`src/rtl/baby_sequencer.sv`:
```
// ============================================================================
// baby_sequencer
// ----------------------------------------------------------------------------
// Control sequencer for the Manchester Baby datapath. It walks each
// instruction through INC / FETCH / DECODE / OPERAND / EXEC. While doing so it
// drives the latch strobes for CI, PI, ACC and MDR, the store write strobe and
// the enables for the shared data bus.
//
// Every bus movement is a transfer with two parts:
//   - STROBE: one cycle with the source driven and the LE/WE high.
//   - HOLD:   HOLD_CYCLES cycles with the source still driven and the LE/WE low.
// Only one source ever drives the bus, and no strobe is raised without a
// driver. All outputs are registered, so no input reaches an output
// combinationally.
//
// Parameters:
//   HOLD_CYCLES  cycles a source stays driven after its strobe falls (1..3)
//
// Ports:
//   clk        system clock, all state changes on the rising edge
//   reset      synchronous active-high reset
//   start      one-cycle pulse, leaves HALT (ignored elsewhere)
//   step_mode  1 = return to HALT after every instruction
//   stop_req   level, halt at the next instruction boundary
//   func       PI[15:13] function field
//   acc_sign   ACC[31], used by CMP
//   ci_le, pi_le, acc_le, mdr_le   latch enables, active high
//   acc_oe_n, alu_oe_n, mem_oe_n   bus driver enables, active low
//   mem_we     store write strobe, active high
//   mar_sel    store address source: 0 = CI[4:0], 1 = PI[4:0]
//   alu_a_sel  ALU A operand: 0 = CI, 1 = ACC
//   alu_op     0 INC, 1 ADD, 2 NEG, 3 SUB, 4 PASS_B
//   halted     high while in HALT
//   state_dbg  current state encoding
// ============================================================================
module baby_sequencer #(
    parameter int HOLD_CYCLES = 1
) (
    input  logic       clk,
    input  logic       reset,
    input  logic       start,
    input  logic       step_mode,
    input  logic       stop_req,
    input  logic [2:0] func,
    input  logic       acc_sign,
    output logic       ci_le,
    output logic       pi_le,
    output logic       acc_le,
    output logic       mdr_le,
    output logic       acc_oe_n,
    output logic       alu_oe_n,
    output logic       mem_oe_n,
    output logic       mem_we,
    output logic       mar_sel,
    output logic       alu_a_sel,
    output logic [2:0] alu_op,
    output logic       halted,
    output logic [3:0] state_dbg
);

    localparam logic [2:0] OP_INC  = 3'd0;
    localparam logic [2:0] OP_ADD  = 3'd1;
    localparam logic [2:0] OP_NEG  = 3'd2;
    localparam logic [2:0] OP_SUB  = 3'd3;
    localparam logic [2:0] OP_PASS = 3'd4;

    localparam logic [1:0] HOLD_LAST = 2'(HOLD_CYCLES - 1);

    typedef enum logic [3:0] {
        HALT    = 4'd0,
        INC_S   = 4'd1,
        INC_H   = 4'd2,
        FETCH_S = 4'd3,
        FETCH_H = 4'd4,
        DECODE  = 4'd5,
        OPER_S  = 4'd6,
        OPER_H  = 4'd7,
        EXEC_S  = 4'd8,
        EXEC_H  = 4'd9,
        STO_S   = 4'd10,
        STO_H   = 4'd11,
        SKIP_S  = 4'd12,
        SKIP_H  = 4'd13
    } state_t;

    state_t     state;
    state_t     next_state;
    state_t     boundary_next;
    logic [1:0] hold_cnt;
    logic       hold_last;
    logic       in_hold;
    logic       start_q;
    logic [2:0] func_q;

    logic       n_ci_le, n_pi_le, n_acc_le, n_mdr_le, n_mem_we;
    logic       n_acc_oe_n, n_alu_oe_n, n_mem_oe_n;
    logic       n_mar_sel, n_alu_a_sel, n_halted;
    logic [2:0] n_alu_op;

    // Next-state logic. The instruction boundary ("END") takes no cycle of its
    // own. Its decision is made in the last HOLD cycle, or in DECODE for the
    // CMP-not-taken case.
    always_comb begin
        next_state    = state;
        in_hold       = 1'b0;
        hold_last     = (hold_cnt == HOLD_LAST);
        boundary_next = (step_mode || stop_req) ? HALT : INC_S;

        case (state)
            INC_H, FETCH_H, OPER_H, EXEC_H, STO_H, SKIP_H: in_hold = 1'b1;
            default: in_hold = 1'b0;
        endcase

        case (state)
            HALT:    if (start_q) next_state = INC_S;
            INC_S:   next_state = INC_H;
            INC_H:   if (hold_last) next_state = FETCH_S;
            FETCH_S: next_state = FETCH_H;
            FETCH_H: if (hold_last) next_state = DECODE;
            DECODE: begin
                case (func)
                    3'd0, 3'd1, 3'd2, 3'd4, 3'd5: next_state = OPER_S;
                    3'd3:    next_state = STO_S;
                    3'd6:    next_state = acc_sign ? SKIP_S : boundary_next;
                    default: next_state = HALT;
                endcase
            end
            OPER_S:  next_state = OPER_H;
            OPER_H:  if (hold_last) next_state = EXEC_S;
            EXEC_S:  next_state = EXEC_H;
            EXEC_H:  if (hold_last) next_state = boundary_next;
            STO_S:   next_state = STO_H;
            STO_H:   if (hold_last) next_state = boundary_next;
            SKIP_S:  next_state = SKIP_H;
            SKIP_H:  if (hold_last) next_state = boundary_next;
            default: next_state = HALT;
        endcase
    end

    // The outputs are decoded from the state being entered and registered
    // alongside it, so they line up with the state without any input-to-output
    // combinational path. func_q is stable long before EXEC is entered.
    always_comb begin
        n_ci_le     = 1'b0;
        n_pi_le     = 1'b0;
        n_acc_le    = 1'b0;
        n_mdr_le    = 1'b0;
        n_mem_we    = 1'b0;
        n_acc_oe_n  = 1'b1;
        n_alu_oe_n  = 1'b1;
        n_mem_oe_n  = 1'b1;
        n_mar_sel   = 1'b0;
        n_alu_a_sel = 1'b0;
        n_alu_op    = OP_INC;
        n_halted    = (next_state == HALT);

        case (next_state)
            INC_S, SKIP_S: begin
                n_ci_le    = 1'b1;
                n_alu_oe_n = 1'b0;
            end
            INC_H, SKIP_H: n_alu_oe_n = 1'b0;
            FETCH_S: begin
                n_pi_le    = 1'b1;
                n_mem_oe_n = 1'b0;
            end
            FETCH_H: n_mem_oe_n = 1'b0;
            OPER_S: begin
                n_mdr_le   = 1'b1;
                n_mar_sel  = 1'b1;
                n_mem_oe_n = 1'b0;
            end
            OPER_H: begin
                n_mar_sel  = 1'b1;
                n_mem_oe_n = 1'b0;
            end
            EXEC_S, EXEC_H: begin
                n_alu_oe_n = 1'b0;
                case (func_q)
                    3'd0: begin
                        n_alu_op = OP_PASS;
                        n_ci_le  = (next_state == EXEC_S);
                    end
                    3'd1: begin
                        n_alu_op = OP_ADD;
                        n_ci_le  = (next_state == EXEC_S);
                    end
                    3'd2: begin
                        n_alu_op = OP_NEG;
                        n_acc_le = (next_state == EXEC_S);
                    end
                    3'd4, 3'd5: begin
                        n_alu_op    = OP_SUB;
                        n_alu_a_sel = 1'b1;
                        n_acc_le    = (next_state == EXEC_S);
                    end
                    default: n_alu_oe_n = 1'b1;
                endcase
            end
            STO_S: begin
                n_mem_we   = 1'b1;
                n_mar_sel  = 1'b1;
                n_acc_oe_n = 1'b0;
            end
            STO_H: begin
                n_mar_sel  = 1'b1;
                n_acc_oe_n = 1'b0;
            end
            default: ;
        endcase
    end

    // State, hold counter, start capture and the registered outputs.
    // start is captured only in HALT, so a pulse that arrives during an
    // instruction's last HOLD cycle is dropped.
    always_ff @(posedge clk) begin
        if (reset) begin
            state     <= HALT;
            hold_cnt  <= 2'd0;
            start_q   <= 1'b0;
            func_q    <= 3'd0;
            ci_le     <= 1'b0;
            pi_le     <= 1'b0;
            acc_le    <= 1'b0;
            mdr_le    <= 1'b0;
            mem_we    <= 1'b0;
            acc_oe_n  <= 1'b1;
            alu_oe_n  <= 1'b1;
            mem_oe_n  <= 1'b1;
            mar_sel   <= 1'b0;
            alu_a_sel <= 1'b0;
            alu_op    <= OP_INC;
            halted    <= 1'b1;
        end else begin
            state     <= next_state;
            hold_cnt  <= (in_hold && !hold_last) ? hold_cnt + 2'd1 : 2'd0;
            start_q   <= start && (state == HALT);
            if (state == DECODE) func_q <= func;
            ci_le     <= n_ci_le;
            pi_le     <= n_pi_le;
            acc_le    <= n_acc_le;
            mdr_le    <= n_mdr_le;
            mem_we    <= n_mem_we;
            acc_oe_n  <= n_acc_oe_n;
            alu_oe_n  <= n_alu_oe_n;
            mem_oe_n  <= n_mem_oe_n;
            mar_sel   <= n_mar_sel;
            alu_a_sel <= n_alu_a_sel;
            alu_op    <= n_alu_op;
            halted    <= n_halted;
        end
    end

    assign state_dbg = state;

endmodule

```
`config.mk`:
```
export PLATFORM = sky130hd
export DESIGN_NAME = baby_sequencer
export DESIGN_NICKNAME = d
export VERILOG_FILES = /design/src/rtl/baby_sequencer.sv
export SDC_FILE = /design/constraint.sdc
export NUM_CORES = 1
export LEC_CHECK = 0
export CORE_UTILIZATION = 43
export CTS_CLUSTER_DIAMETER = 80
export DETAILED_ROUTE_END_ITERATION = 16
export PLACE_DENSITY = 0.74
export SLEW_MARGIN = 0
export SYNTH_ARGS = -nofsm -noshare
export SYNTH_HDL_FRONTEND = slang
export SYNTH_SLANG_ARGS = --single-unit
```
`constraint.sdc`:
```
create_clock -name clk -period 1.7 [get_ports clk]
set_clock_uncertainty 0.05 [all_clocks]
set_input_delay 0.34 -clock clk [delete_from_list [all_inputs] [get_ports clk]]
set_output_delay 0.34 -clock clk [all_outputs]
set_load 0.05 [all_outputs]
```
# Word-level counts from Yosys, hierarchy flattened
# Cells that the tools add are included.
# W data, S select, Z words.
dict set report op_classes {
  addsub 1
  n_eq_ne 35
  muxes 22
  bitwise 3
  reduce_logical 25
}
# cell n
set op_table {}
lappend op_table {{$eq A4 B4 Y1 const B} 12}
lappend op_table {{$pmux W4 S12} 1}
lappend op_table {{$eq A4 B3 Y1 const B} 7}
lappend op_table {{$mux W4} 6}
lappend op_table {{$eq A4 B2 Y1 const B} 4}
lappend op_table {{$eq A3 B3 Y1 const B} 5}
lappend op_table {{$reduce_or A2 Y1} 7}
lappend op_table {{$pmux W3 S4} 1}
lappend op_table {{$pmux W4 S3} 1}
lappend op_table {{$reduce_or A4 Y1} 3}
lappend op_table {{$mux W1} 11}
lappend op_table {{$reduce_or A5 Y1} 2}
lappend op_table {{$eq A3 B2 Y1 const B} 3}
lappend op_table {{$reduce_or A3 Y1} 3}
lappend op_table {{$eq A4 B1 Y1 const B} 2}
lappend op_table {{$logic_not A4 Y1} 2}
lappend op_table {{$eq A3 B1 Y1 const B} 2}
lappend op_table {{$logic_not A3 Y1} 2}
lappend op_table {{$reduce_or A6 Y1} 1}
lappend op_table {{$pmux W1 S2} 2}
lappend op_table {{$not A1 Y1} 3}
lappend op_table {{$add A2 B1 Y2 const B} 1}
lappend op_table {{$logic_and A1 B1 Y1} 2}
lappend op_table {{$logic_not A2 Y1} 1}
lappend op_table {{2 further kinds} 2}
dict set report word_totals {
  regBits 24
  inputBits 9
  output_inout_bits 18
  wordCells 102
}

# Depth between registers and ports, before layout
dict set report logic_depth {
  depth_word 9
  mapped_depth 8
  depth_no_buf 8
}

# Worst setup path before layout
# Ideal clock, no wire load.
dict set report synth_path {
  path_kind {flip-flop to flip-flop}
  from {reg state[2], in the netlist state_dbg[2]}
  to {reg alu_op[2]}
  setup_ns 0.073
  t_arrival_ns 2.005
  required_time_ns 1.577
  setup_slack_ns -0.428
  path_stages_with_launch 8
  n_path_buf 2
  synth_period_minus_slack_ns 2.128
  path_cell_list {dfxtp_1 buf_4 buf_2 nand2_1 a32oi_1 nand3_2 or3_4 nor3_2}
}
dict set report synth_between {
  elab_chain_cells 7
  word_cells_on_any_way 26
  cone_classes {15 x eq/ne; 6 x mux; 1 x bitwise; 4 x reduce/logical}
}
# element line_no
set synth_rtl {}
lappend synth_rtl {{start, declared} 86} ;# state_t state;
lappend synth_rtl {{start signal, assigned} 235} ;# state <= next_state;
lappend synth_rtl {{$eq A4 B4 Y1} 114} ;# case (state)
lappend synth_rtl {{$reduce_or A3 Y1 (no source line)} n/a}
lappend synth_rtl {{$pmux W4 S12 *} 114}
lappend synth_rtl {{$eq A4 B4 Y1} 157} ;# case (next_state)
lappend synth_rtl {{$reduce_or A2 Y1 *} 157}
lappend synth_rtl {{$not A1 Y1 (no source line) *} n/a}
lappend synth_rtl {{$reduce_or A2 Y1 (no source line) *} n/a}
lappend synth_rtl {{end signal, assigned} 249} ;# alu_op <= n_alu_op;
lappend synth_rtl {{end, declared} 56} ;# output logic [2:0] alu_op,
# Mark *: on every way between the ends. The rest lies on a longest branch, timed or not.
# A chain may end at the register's enable or synchronous reset.

# Final worst setup path
dict set report layout_path {
  from {reg hold_cnt[0]}
  to {reg acc_le}
}
dict set report layout_between {
  elab_chain_cells 7
  word_cells_on_any_way 11
  cone_classes {2 x eq/ne; 5 x mux; 1 x bitwise; 3 x reduce/logical}
}
# element line_no
set layout_rtl {}
lappend layout_rtl {{start, declared} 89} ;# logic [1:0] hold_cnt;
lappend layout_rtl {{start signal, assigned} 236} ;# hold_cnt <= (in_hold && !hold_last) ? hold_cnt + 2'd1 : 2'd0;
lappend layout_rtl {{$logic_not A2 Y1 *} 106} ;# hold_last = (hold_cnt == HOLD_LAST);
lappend layout_rtl {{$mux W4 (on tied branches)} n/a}
lappend layout_rtl {{$pmux W4 S12 *} 114}
lappend layout_rtl {{$eq A4 B4 Y1 (on tied branches)} {157, 190, 195}}
lappend layout_rtl {{$reduce_or A2 Y1} 157}
lappend layout_rtl {{$not A1 Y1 (no source line)} n/a}
lappend layout_rtl {{$reduce_or A3 Y1 (no source line)} n/a}
lappend layout_rtl {{end signal, assigned} 241} ;# acc_le <= n_acc_le;
lappend layout_rtl {{end, declared} 48} ;# output logic acc_le,
# Marks and branches as above.

==> results.cfg <==
[worst_setup_path]
path_class = reg2reg
cp-end-kind = register
crit_arrival_ps = 2050
crit_required_ps = 1890
start_kind = register
crit_fanout = 5

[cts]
cts_sinks = 24
path_clk_slew_ps = 130
cts_buffer_depth = 2
cts_tree = done
clkLatencyLatePin_ps = 310
htreeDepth = 1
numCtsBuffers = 3
ctsRootBufferMaster = clkbuf_4

[floorplanning]
num_io_pins = 27
die_w_um = 53.01
num_rows = 18
design.die.area_mm2 = 0.002810
start_util_pct = 45.15
die_h_um = 53.01
coreArea_mm2 = 0.002477

[logic_synthesis]
ys_top_cells_by_area = dfxtp_1 43%, nor2_1 5.0%, nor2b_1 3.9%, nand2_1 3.7%, a21oi_1 3.1%
synth_edf_count = 0
avgSynthCellArea_um2 = 9.094
synth-seq-cells = 24
synthFlopType = dfxtp_1
async_flop_share_pct = 0
yosys_warnings = 0
synthTopCellsByCount = 24 x dfxtp_1, 15 x nor2_1, 11 x nand2_1
yosys.area.top_type = dfxtp_1
yosysMostFrequentCell = dfxtp_1
syn_nets = 133
synth_top_area_share_pct = 42.95
synthDistinctLibCells = 46
synthesis.area_mm2 = 0.001119
synthCells = 123
synth.yosys.seq_area_share_pct = 42.95

[hold_path]
hold_class = reg2reg

[global_route]
grt_overflow_total = 0
grt_pass1_vias = 1135
grt_pass1_wl_um = 4878
antenna_found_initial = 0
grt_usage_pct = 23.79
grt_max_degree = 15

[sta]
finalCritPeriodShare_pct = 109.7
fin_crit_ps = 1866
timing.hold.ws_ps = 363.8
hold_viol = 0
max_freq_mhz = 536.0
finalWorstSetupSlack_ps = -165.6
worst_pin_slew_ps = 332.1
slew_violations = 0
finalSetupViolations = 13
slew_headroom_pct = 77.55
rsz0062_at_grt = yes

[pwr]
pwr-share-seq_pct = 42.1
p_int_mw = 1.000
switching_share_pct = 30.90
power.share.clock_pct = 24.1
leakage_nw = 0.7129
peakVddDrop_v = 0.0007561
p_sw_mw = 0.4474
combPwrFrac_pct = 33.8
power.density_mw_per_mm2 = 794.2

[cells_and_area]
multiInputGateArea_um2 = 699.4
nFillCells = 171
area_growth_pct = 62.98
finish.utilization_pct = 73.59
seqCellArea_um2 = 496.7
fin_nets = 189
drive_gt1_share_pct = 51.12
diodes = 0

[job]
maxCapViolCount = 0

[outcome]
violations = negative setup slack
status = complete, but fails checks

[detailed_routing]
dr.first_iter.drc_count = 12
vias = 1101
vias_per_cell = 5.293
wire_per_inst_um = 14.39
drc = 0
wl_um = 2993
drtAntennaViolNets = 0
dr.pass1.iters = 4

[placement]
gp_congestion = 0.8767
port_buffers = 26
post-dp-hpwl_um = 2054
[final cells by class]
| class | instances | share of cell area [%] |
|---|---|---|
| Tap cell | 30 | 2.059 |
| Clock buffer | 4 | 2.608 |
| Timing Repair Buffer | 58 | 28.89 |
| Inverter | 4 | 0.8236 |
| Multi-Input combinational cell | 88 | 38.37 |
| Sequential cell | 24 | 27.25 |
[routing by layer]
layer	track usage, %	part of all wire [%]	up-vias
met1	27.90	43	520
met4	9.649	1.5	0
met3	4.885	4.2	7
li1	-	-	547
met2	41.56	51	27
met5	0	0	-
[metrics by stage]
stage / power, mW / cells / setup WS (ps) / TNS [ps] / instance area, µm²
after floorplan: 0.8529 / 123 / -120.2 / -510.6 / 1151
after global placement: 1.026 / 196 / -322.9 / -3763 / 1597
after detailed placement: 1.033 / 196 / -368.2 / -4010 / 1597
after global routing: 1.515 / 208 / -253.0 / -2374 / 1823
after CTS: 1.428 / 204 / -141.5 / -1009 / 1743
final: 1.448 / 208 / -165.6 / -1328 / 1823
[kinds of logic after synthesis]
logic type                 Yosys count  share of synthesized area [%]
adders and majority gates            1                          1.118
buffers and inverters               11                          4.474
DFF                                 24                          42.95
AOI/OAI and AO/OA                   24                          16.67
muxes                                3                          2.685
xor gates and xnor gates             2                          1.566
and+or+nand+nor                     58                          30.54
[power by group through the flow]
stage,registers (mW),logic [mW],clock network (mW)
6_report,0.610,0.489,0.350
3_5_place_dp,0.619,0.413,0
2_1_floorplan,0.701,0.152,0
3_3_place_gp,0.619,0.408,0
4_1_cts,0.609,0.457,0.363
5_1_grt,0.614,0.514,0.388
[worst paths after layout]
check	start	endpoint	slack, ps	cells past startpoint
hold / removal	hold_cnt[0]	hold_cnt[0]	360	1
setup reg to reg	hold_cnt[0]	acc_le	-170	10
hold reg to reg	hold_cnt[0]	hold_cnt[0]	360	1
setup / recovery	hold_cnt[0]	acc_le	-170	10
[state kept, by name, indices dropped and copies added (netlist names), 2 cells and up]
register and count:
hold_cnt 2, func_q 3, state_dbg 4, alu_op 3
[layout by cell type (no fill, tap or decap), types with 3 or more instances in the layout]
| master | n |
|---|---|
| clkbuf_4 | 3 |
| nor2_2 | 3 |
| nand3_1 | 3 |
| dfxtp_1 | 19 |
| clkdlybuf4s50_1 | 7 |
| a21oi_1 | 7 |
| buf_4 | 40 |
| nor2b_1 | 5 |
| buf_6 | 6 |
| nor2_1 | 11 |
| nand2_1 | 9 |
| dfxtp_4 | 4 |
| nor3_2 | 4 |
| buf_12 | 4 |
[what timing repair did]
action                                  4_1_cts  5_1_grt
buffers inserted                              4        5
endpoints found under the hold margin         0        0
pin swaps                                    10        9
gates resized for setup                      21       14
hold buffers                                  0        0
endpoints found under the setup margin       16       16
[critical path: stages (launching register included)]
cell      delay (ps)
dfxtp_2          340
inv_2             60
ha_4             130
buf_6            110
nand2_4           50
or3_4            350
o211ai_4         130
nand3_2          120
buf_4            150
buf_6            110
nor4_2           190
Note: power is estimated with default switching activity, not from simulation.
==> patch, RTL diff (same flow settings) <==
Make the reset (`reset`) asynchronous in one clocked block. Comments in the files are not updated.
--- a/src/rtl/baby_sequencer.sv
+++ b/src/rtl/baby_sequencer.sv
@@ -214,5 +214,5 @@
     // start is captured only in HALT, so a pulse that arrives during an
     // instruction's last HOLD cycle is dropped.
-    always_ff @(posedge clk) begin
+    always_ff @(posedge clk or posedge reset) begin
         if (reset) begin
             state     <= HALT;
Behaviour: differs if reset is asserted again (counterexample within 4 cycles, from zero or initial values and one cycle with reset high); with reset held inactive, the same outputs for 10 cycles.
==> patch against the unedited design <==
The run still ends with setup timing left; die area grew 8.6%; global-route usage shrank 2.0 points; sequential cell count is the same; routed wire length grew 5.8%; area after synthesis grew 8.9%; count of clock-buffer cells in the layout is the same; maximum frequency shrank 1.3%; critical path depth shrank 2; final area grew 4.4%; sequential share of layout area grew 4.8 points; setup slack lost 0.024 ns; largest cell class unchanged.
Power is not compared: it rests on default switching activity, and its combinational part moved more than twofold at a synthesized area within 25%.
==> patch: results (changes against the unedited design) <==
[sta]
finalWorstSetupSlack_ns = -0.1897  ; was -0.1656 ns
setup_viol = 10  ; was 13
tns_ns = -0.8062  ; was -1.328 ns
maxSlewHeadroom = 0.7941  ; was 0.7755
fin_hold_ws_ns = 0.3073  ; was 0.3638 ns

[global_routing]
grt.total_usage = 0.2182  ; was 0.2379
grt_pass1_vias = 1183  ; was 1,135
grt_first_pass_wirelength_mm = 5.223  ; was 4.878 mm
grt_max_degree = 25  ; was 15

[synthesis]
synth_area_leaders = dfrtp_1 (41%), dfstp_2 (8.6%), nand2_1 (4.6%)  ; was dfxtp_1 (43%), nor2_1 (5.0%), nor2b_1 (3.9%)
ys_top_cells_by_count = dfrtp_1 (20), nand2_1 (15), inv_1 (10), nor2_1 (8)  ; was dfxtp_1 (24), nor2_1 (15), nand2_1 (11), a21oi_1 (7), nor2b_1 (7)
synth_edf_count = 0  ; unchanged
synth-seq-area-share = 0.4969  ; was 0.4295
async_reset_ff_frac = 1.000  ; was 0
synth.distinct_cells = 42  ; was 46

[placement]
post-dp-hpwl_mm = 2.358  ; was 2.054 mm
globalplace.congestion = 0.8450  ; was 0.8767
dp_cells = 201  ; was 196
placed_area_sq_mm = 0.001775  ; was 0.001597 sq mm

[worst_setup_path]
slowest_stage = dfrtp_1  ; was or3_4
critPathArrivalTime_ns = 2.09  ; was 2.05 ns
r2r_cells = 8  ; was 10
crit_path_max_incr_delay_ns = 0.40  ; was 0.35 ns
cp_max_fo = 7  ; was 5

[status]
outcome = complete, but fails checks  ; unchanged
violations = setup timing  ; unchanged

[layout]
num_antenna_cells = 0  ; unchanged
fillCellCount = 178  ; was 171
drive_above_1_share = 0.4775  ; was 0.5112
stdcell_count = 208  ; unchanged

[worst_hold_path]
min_path_type = in -> async  ; was reg -> reg

[route]
viasPerCell = 5.462  ; was 5.293
dr.pass1.iters = 6  ; was 4
drt_first_iter_violations = 16  ; was 12
wl_mm = 3.166  ; was 2.993 mm

[clock_network]
cts_buffers = 3  ; unchanged

==> patch: kinds of logic (layout without fill, tap and decap cells) <==
kind of cell,after synthesis,after routing,share of synthesized area
mux,2,2,0.01643
fa+ha+maj,1,1,0.01027
buf+inv,17,72,0.06263
xor+xnor,2,2,0.01438
flops,24,24,0.4969
simple gates,51,51,0.2289
compound gates,26,26,0.1704
==> patch: per-stage QoR <==
stage	setup slack, ns	util
global placement	-0.2984	0.6915
finish	-0.1897	0.7412
floorplan	-0.3088	-
CTS	-0.1970	0.7173
global route	-0.2722	0.7412
detailed placement	-0.3830	0.6915
==> patch: worst paths after layout <==
path / endpoint / start
setup / recovery: ci_le$_DFF_PP0_ / hold_cnt[0]$_DFF_PP0_
hold / removal: alu_op[0]$_DFF_PP0_ / reset
setup reg to reg: ci_le$_DFF_PP0_ / hold_cnt[0]$_DFF_PP0_
hold reg to reg: hold_cnt[0]$_DFF_PP0_ / hold_cnt[0]$_DFF_PP0_
max in group asynchronous: halted$_DFF_PP1_ / reset
min in group clk: hold_cnt[0]$_DFF_PP0_ / hold_cnt[0]$_DFF_PP0_
==> patch: final cells by class <==
| class | instances | area (sq um) | area share |
|---|---|---|---|
| sequential | 24 | 610.6 | 0.3208 |
| timing repair buffer | 57 | 551.8 | 0.2899 |
| tap | 30 | 37.54 | 0.01972 |
| multi-input combinational | 82 | 625.6 | 0.3287 |
| clock buffer | 4 | 36.28 | 0.01907 |
| inverter | 11 | 41.29 | 0.02170 |
==> patch: layer usage <==
metal | global-route usage | routed length, um | vias up
met3 | 0.02810 | 79 | 8
li1 | - | - | 546
met5 | 0 | 0 | -
met4 | 0.1071 | 68 | 0
met2 | 0.3907 | 1673 | 35
met1 | 0.2549 | 1346 | 547
==> patch: power by group through the flow <==
stage	clock, mW	combinational [mW]	sequential [mW]
5_1_grt	0.325	2.91	0.965
4_1_cts	0.302	2.55	0.934
2_1_floorplan	0	1.02	1.35
3_5_place_dp	0	2.47	0.944
3_3_place_gp	0	2.39	0.941
6_report	0.297	2.76	0.939
==> patch: timing repair <==
| action | CTS | global route |
|---|---|---|
| gates resized for setup | 9 | 9 |
| setup buffers | 0 | 3 |
| gates cloned | 0 | 0 |
| setup endpoints to repair | 11 | 12 |
| pin swaps | 0 | 3 |
==> patch: worst max-delay path, delay by kind of cell, from the launching register on <==
family                   cells  cell delay (ns)
flip-flops                   1             0.40
AND/OR/NAND/NOR              1             0.13
buffers and inverters        2             0.12
AO/OA/AOI/OAI                4             0.85
adder cells (fa/ha/maj)      1             0.26
